### src/rtl/copy_arbiter.sv
// Round-robin arbiter that feeds one shared two-way copy stage: grant, forward delay, fork to both
// outputs, join on their handshakes, backward delay. Optional COPY_ARB_MASK_EN adds per-packet destination masks.
module copy_arbiter #(
  parameter int WIDTH_PACKAGE = 33,
  parameter int NUM_REQ       = 4,
  parameter int FL            = 2,
  parameter int BL            = 1,
  localparam int IDW          = $clog2(NUM_REQ)
) (
  input  logic                             clk,
  input  logic                             rst_n,
  input  logic [NUM_REQ-1:0]               in_valid,
  output logic [NUM_REQ-1:0]               in_ready,
  input  logic [NUM_REQ*WIDTH_PACKAGE-1:0] in_data,
`ifdef COPY_ARB_MASK_EN
  input  logic [NUM_REQ*2-1:0]             in_mask,
`endif
  output logic                             out0_valid,
  input  logic                             out0_ready,
  output logic [WIDTH_PACKAGE-1:0]         out0_data,
  output logic                             out1_valid,
  input  logic                             out1_ready,
  output logic [WIDTH_PACKAGE-1:0]         out1_data,
  output logic                             busy,
  output logic [IDW-1:0]                   grant_id,
  output logic [15:0]                      pkt_count,
  output logic [1:0]                       state_dbg
);

  // Handshakes: a transfer happens on a rising edge where valid && ready are both high.
  // Valid is never withdrawn before its transfer; ready may change on any cycle.

  typedef enum logic [1:0] {S_IDLE = 2'd0, S_FWD = 2'd1, S_SEND = 2'd2, S_BACK = 2'd3} state_t;
  typedef logic [IDW:0] idx_t;

  localparam logic [3:0]     FL_LOAD  = 4'(FL - 1);
  localparam logic [3:0]     BL_LOAD  = 4'(BL - 1);
  localparam logic [IDW-1:0] LAST_REQ = IDW'(NUM_REQ - 1);

  state_t                   state_q;
  logic [IDW-1:0]           ptr_q;
  logic [IDW-1:0]           grant_q;
  logic [WIDTH_PACKAGE-1:0] data_q;
  logic [1:0]               mask_q;
  logic [1:0]               out_valid_q;
  logic [3:0]               cnt_q;
  logic [15:0]              pkt_q;

  logic [NUM_REQ-1:0]       gnt;
  logic [IDW-1:0]           gnt_idx;
  logic                     found;
  idx_t                     idx;
  logic [WIDTH_PACKAGE-1:0] sel_data;
  logic [1:0]               sel_mask;
  logic [1:0]               out_ready;
  logic                     all_done;

  // Search starts at ptr_q and wraps, so the first valid at or after ptr_q wins.
  always_comb begin
    gnt     = '0;
    gnt_idx = '0;
    found   = 1'b0;
    idx     = '0;
    if (state_q == S_IDLE) begin
      for (int i = 0; i < NUM_REQ; i++) begin
        idx = idx_t'(ptr_q) + idx_t'(i);
        if (idx >= idx_t'(NUM_REQ)) idx = idx - idx_t'(NUM_REQ);
        if (!found && in_valid[idx[IDW-1:0]]) begin
          found                = 1'b1;
          gnt[idx[IDW-1:0]]    = 1'b1;
          gnt_idx              = idx[IDW-1:0];
        end
      end
    end
  end

  always_comb begin
    sel_data = '0;
    sel_mask = 2'b11;
    for (int i = 0; i < NUM_REQ; i++) begin
      if (gnt[i]) begin
        sel_data = in_data[i*WIDTH_PACKAGE +: WIDTH_PACKAGE];
`ifdef COPY_ARB_MASK_EN
        sel_mask = in_mask[i*2 +: 2];
`endif
      end
    end
  end

  assign out_ready = {out1_ready, out0_ready};
  // A cleared valid bit in SEND means that output is done (or was never targeted).
  assign all_done  = ~|(out_valid_q & ~out_ready);

  always_ff @(posedge clk) begin
    if (!rst_n) begin
      state_q     <= S_IDLE;
      ptr_q       <= '0;
      grant_q     <= '0;
      data_q      <= '0;
      mask_q      <= '0;
      out_valid_q <= '0;
      cnt_q       <= '0;
      pkt_q       <= '0;
    end else begin
      case (state_q)
        S_IDLE: begin
          if (found) begin
            data_q  <= sel_data;
            mask_q  <= sel_mask;
            grant_q <= gnt_idx;
            ptr_q   <= (gnt_idx == LAST_REQ) ? '0 : gnt_idx + 1'b1;
            if (FL > 0) begin
              state_q <= S_FWD;
              cnt_q   <= FL_LOAD;
            end else begin
              state_q     <= S_SEND;
              out_valid_q <= sel_mask;
            end
          end
        end
        S_FWD: begin
          if (cnt_q == 4'd0) begin
            state_q     <= S_SEND;
            out_valid_q <= mask_q;
          end else begin
            cnt_q <= cnt_q - 4'd1;
          end
        end
        S_SEND: begin
          out_valid_q <= out_valid_q & ~out_ready;
          if (all_done) begin
            pkt_q       <= pkt_q + 16'd1;
            out_valid_q <= '0;
            if (BL > 0) begin
              state_q <= S_BACK;
              cnt_q   <= BL_LOAD;
            end else begin
              state_q <= S_IDLE;
            end
          end
        end
        default: begin
          if (cnt_q == 4'd0) state_q <= S_IDLE;
          else cnt_q <= cnt_q - 4'd1;
        end
      endcase
    end
  end

  assign in_ready   = gnt;
  assign out0_valid = out_valid_q[0];
  assign out1_valid = out_valid_q[1];
  assign out0_data  = data_q;
  assign out1_data  = data_q;
  assign busy       = (state_q != S_IDLE);
  assign grant_id   = grant_q;
  assign pkt_count  = pkt_q;
  assign state_dbg  = state_q;

endmodule

### config.mk
export PLATFORM = sky130hd
export DESIGN_NAME = copy_arbiter
export DESIGN_NICKNAME = d
export VERILOG_FILES = /design/src/rtl/copy_arbiter.sv
export SDC_FILE = /design/constraint.sdc
export NUM_CORES = 1
export LEC_CHECK = 0
export ABC_AREA = 1
export CAP_MARGIN = 30
export CORE_MARGIN = 5
export CORE_UTILIZATION = 40
export CTS_CLUSTER_SIZE = 24
export DETAILED_ROUTE_END_ITERATION = 8
export PLACE_DENSITY_LB_ADDON = 0.15
export SKIP_CTS_REPAIR_TIMING = 1
export SYNTH_ARGS = -nofsm -noshare
export SYNTH_HDL_FRONTEND = slang
export SYNTH_SLANG_ARGS = --single-unit
### constraint.sdc
create_clock -name clk -period 3.6 [get_ports clk]
set_input_delay 1.08 -clock clk [delete_from_list [all_inputs] [get_ports clk]]
set_output_delay 1.08 -clock clk [all_outputs]
set_load 0.05 [all_outputs]
=== Yosys cells after proc, flatten, opt, wreduce, memory -nomap -nowiden ===
Cells that the tools add are included.
W data, S select, Z words.

* Bitwise gates (word level): 6
* $add $sub $neg: 10
* Equality and inequality tests: 7
* Divide/modulo/power cells: 0
* Magnitude comparators: 12
* Multiply operators: 0
* Reductions and logical operators: 21
* Multiplexer cells: 62
* Shifts and indexed selects: 0

{| class="wikitable"
|+ Operators by type and width
! cell !! number
|-
| $mux W33 || 4
|-
| $mux W4 || 11
|-
| $mux W2 || 20
|-
| $add A16 B1 Y16 const B || 1
|-
| $mux W1 || 16
|-
| $lt A2 B3 Y1 const B || 4
|-
| $or A4 B4 Y4 || 3
|-
| $ge A3 B3 Y1 const B || 3
|-
| $bmux W1 S2 || 4
|-
| $demux W1 S2 || 4
|-
| $ge A2 B1 Y1 const B || 4
|-
| $pmux W4 S2 || 1
|-
| $sub A2 B1 Y2 const B || 4
|-
| $logic_and A1 B1 Y1 || 7
|-
| $add A2 B2 Y3 const B || 2
|-
| $ne A2 B2 Y1 const B || 3
|-
| $pmux W2 S3 || 1
|-
| $reduce_and A2 Y1 || 3
|-
| $eq A2 B2 Y1 const B || 2
|-
| $logic_not A4 Y1 || 1
|-
| $pmux W2 S2 || 1
|-
| $reduce_and A4 Y1 || 1
|-
| $reduce_bool A2 Y1 || 2
|-
| $sub A4 B1 Y4 const B || 1
|-
| 13 further kinds || 15
|}

* Output and inout port bits: 93
* ROM bits: 0
* Bits in latches: 0
* Flip-flop bits (word level): 62
* Memories kept: 0
* Word-level logic and storage cells: 126
* Memory bits (writable): 0

=== Logic depth before layout (Yosys ltp) ===
* Depth in word-level cells: 23
* Mapped depth: 17

=== Least setup slack after synthesis ===
No wires, ideal clock.

* Path kind: input to output
* From: in in_valid[3]
* To: out in_ready[3]
* Data arrival time: 2.425 ns
* Data required time: 2.520 ns
* Setup slack: 0.095 ns
* Stages: 12
* Path buffers: 1
* Path through: inv_1 -> nand2_1 -> nand3_2 -> nand2_4 -> nor2_8 -> nand3_2 -> inv_2 -> nand2_1 -> nand3_2 -> nand2_2 -> buf_4 -> inv_1

* Word-level cells in the longest chain between the ends: 16
* Elaborated cells on any way between the ends: 31
* Classes of those cells: mux (22); bitwise (3); reduce/logical (6)

{| class="wikitable"
|+ RTL lines
! item !! line !! text
|-
| start: declaration || 12 || <nowiki>input logic [NUM_REQ-1:0] in_valid,</nowiki>
|-
| $bmux W1 S2 || 68 || <nowiki>if (!found && in_valid[idx[IDW-1:0]]) begin</nowiki>
|-
| $mux W1 (not written as such) || 68 ||
|-
| $mux W1 || 68 ||
|-
| $mux W1 || 64 || <nowiki>if (state_q == S_IDLE) begin</nowiki>
|-
| $logic_not A1 Y1 || 68 ||
|-
| $logic_and A1 B1 Y1 || 68 ||
|-
| $mux W1 || 68 ||
|-
| $mux W1 || 64 ||
|-
| $logic_not A1 Y1 || 68 ||
|-
| $logic_and A1 B1 Y1 || 68 ||
|-
| $mux W1 || 68 ||
|-
| $mux W1 || 64 ||
|-
| $logic_not A1 Y1 || 68 ||
|-
| $logic_and A1 B1 Y1 || 68 ||
|-
| $mux W4 (*) || 68 ||
|-
| $mux W4 (*) || 64 ||
|-
| end: declaration || 13 || <nowiki>output logic [NUM_REQ-1:0] in_ready,</nowiki>
|}

Every way passes the cells marked *; elsewhere a longest branch is shown, timed or not. The select of a mux whose other input is x is not followed.

=== Worst setup path in the final report ===
* From: in in_valid[2]
* To: out in_ready[3]

Same word-level chain as after synthesis.

==> results.py <==
metrics = {
    "placed_design": {
        "port_buffers": 232,
        "gp_congestion": 0.917,
        "dp_cells": 1088,
        "dp_slack_ns": -0.142,
        "dp_hpwl_um": 12000,
    },
    "finish": {
        "nNetsFinal": 1107,
        "diodes": 0,
        "stdcell_count": 1106,
        "final_common_cell": "clkdlybuf4s50_1",
        "syn_to_final_growth_pct": 53.6,
        "nFillCells": 1136,
        "final_cell_mix": "223 x clkdlybuf4s50_1, 183 x nand2_1, 93 x inv_1, 88 x a21oi_1, 62 x dfxtp_1",
        "drive_gt1_share_pct": 8.24,
    },
    "clock_tree": {
        "clk_pin_slew_ns": 0.05,
        "cts-root-buf": "clkbuf_16",
        "cts_buffers": 9,
        "clk_path_buf_depth": 2,
        "cts_tree": "done",
        "clock-sinks": 62,
        "cts_max_level": 3,
        "clk_latency_ns": 0.34,
    },
    "critical_path": {
        "cp.arrival_ns": 2.34,
        "crit_type": "in2out",
        "critical_path_required_ns": 2.52,
        "worstReg2RegStart": "ptr_q[1]$_SDFFE_PN0P_",
        "crit_path_start": "in_valid[2]",
        "critPathMaxFanout": 4,
        "critPathLaunchType": "input port",
        "cp-end-kind": "primary output",
    },
    "die": {
        "io_pins": 233,
        "fp.coreArea_sq_um": 11900,
        "die_w_um": 120,
        "die_h_um": 120,
        "die-area_sq_um": 14300,
        "rows": 40,
        "initial_core_util_pct": 40.4,
    },
    "synth": {
        "syn-instance-count": 769,
        "synth_area_sq_um": 4810,
        "ys_types": 31,
        "synth_warnings": 0,
        "syn_area_per_cell_sq_um": 6.26,
        "syn_nets": 922,
        "synth_top_area_share_pct": 25.8,
        "synth_top_cell_by_area": "dfxtp_1",
        "synth.area.top_cells": "dfxtp_1 26%, nand2_1 15%, a21oi_1 9.2%",
        "ys_seq_area_share_pct": 25.8,
        "ys_seq_elements": 62,
    },
    "routing": {
        "drt-vias-per-instance": 5.00,
        "avgRoutedWirePerCell_um": 15.3,
        "wl_um": 16900,
        "drtAntennaViolNets": 0,
        "vias": 5527,
        "dr.first_iter.drc_count": 390,
        "drtPass1Iterations": 5,
        "drc": 0,
    },
    "pwr": {
        "ir_drop_uv": 536,
        "leakage_nw": 3.35,
        "powerDensity_nw_per_um2": 976,
    },
    "run_status": {
        "status": "finished, final reports clean",
    },
    "min_path": {
        "hold_path_class": "reg2reg",
        "min_from": "cnt_q[1]$_SDFFE_PN0P_",
    },
    "timing": {
        "final.setup.tns_ns": 0,
        "slew_headroom_pct": 57.4,
        "grt_setup_unrepaired": "false",
        "setup_viol": 0,
        "fin_ws_ns": 0.177,
        "fmax_ghz": 0.292,
        "clock_skew_ns": 0.00992,
        "tightest_slew_ns": 0.640,
        "layout_worst_path_cycle_share_pct": 95.1,
        "period_minus_slack_ns": 3.42,
        "hold_viol": 0,
        "drv_slew": 0,
    },
    "global_routing": {
        "gr-total-overflow": 0,
        "grt_max_degree": 62,
        "antenna_found_initial": 0,
        "grt_pass1_wl_um": 27100,
        "grt_pass1_vias": 5402,
        "gr-usage-all-layers_pct": 23.5,
    },
    "job": {
        "maxCapViolCount": 0,
    },
}
==> logic make-up (layout without fill, tap and decap cells) <==
logic type | Yosys count | count (layout) | synth area share [%]
simple gates | 356 | 356 | 35.7
buf+inv | 188 | 378 | 18.6
compound gates | 144 | 144 | 15.5
flops | 62 | 62 | 25.8
fa+ha+maj | 13 | 13 | 3.38
xor+xnor | 6 | 6 | 1.09
==> state kept, by name, indices dropped and copies added, names as in the netlist <==
| name | flops |
|---|---|
| out0_data | 33 |
| pkt_count | 16 |
| cnt_q | 4 |
| grant_id | 2 |
| out_valid_q | 2 |
| ptr_q | 2 |
| state_dbg | 2 |
| mask_q | 1 |
==> where the power goes <==
part	switching, mW	total (mW)	internal (mW)	leakage [nW]
Clock	0.336	0.958	0.622	0.154
Combinational	3.52	5.23	1.71	2.68
Sequential	0.138	1.02	0.887	0.510
Total	3.99	7.21	3.22	3.35
==> final cells by class <==
class                   count  area, sq um  share of cell area, %
multi-input cells         519         2710                   36.6
repair buffers            253         2520                   34.1
flip-flops and latches     62         1240                   16.8
inverters                 109          412                   5.57
clock buffers              10          239                   3.23
well taps                 147          184                   2.49
clock inverters             6         85.1                   1.15
==> Yosys cell counts <==
cell type  number
a211oi_1        1
a21boi_0        1
a21oi_1        88
a21oi_2         1
a22oi_1         1
a31oi_1         2
buf_2          18
buf_4          38
buf_6           3
clkbuf_1       20
dfxtp_1        62
ha_1           13
inv_1          95
inv_2          14
nand2_1       186
nand2_2         4
nand2_4         3
nand3_1        53
nand3_2         5
nand3b_1       34
nand4_1        37
nor2_1         27
nor2_4          1
nor2_8          1
nor3_1          4
o211ai_1        1
o21a_1          3
o21ai_0        46
or2_2           1
xnor2_1         2
xor2_1          4
==> layer usage <==
layer | GRT usage (%) | part of all wire (%)
met3 | 6.88 | 8.8
met5 | 0 | 0
met4 | 9.09 | 2.5
met1 | 28.2 | 42
met2 | 39.6 | 47
==> critical path, stage by stage <==
cell,delay (ns)
dlymetal6s2s_1,0.13
inv_1,0.05
nand2_1,0.07
nand3_2,0.12
nand2_4,0.10
buf_4,0.15
a22oi_1,0.22
nand3_2,0.14
nand2_2,0.09
inv_2,0.05
buf_8,0.14
==> worst paths after layout <==
kind | to | slack (ns) | cells after the start
setup / recovery | in_ready[3] | 0.18 | 11
hold / removal | cnt_q[1]$_SDFFE_PN0P_ | 0.46 | 2
setup reg to reg | out0_data[27]$_SDFFE_PN0P_ | 0.97 | 15
hold reg to reg | cnt_q[1]$_SDFFE_PN0P_ | 0.46 | 2
==> metrics by stage <==
| stage | utilization (%) | hold WS (ns) | area [sq um] | power, mW |
|---|---|---|---|---|
| floorplan | - | 0.439 | 4810 | 4.85 |
| global placement | 58.9 | 0.449 | 7010 | 6.18 |
| detailed placement | 58.9 | 0.453 | 7010 | 6.20 |
| CTS | 61.6 | 0.462 | 7340 | 7.18 |
| global route | 62.1 | 0.497 | 7390 | 7.81 |
| finish | 62.1 | 0.459 | 7390 | 7.21 |
No activity file was read; power rests on OpenSTA's default activity.
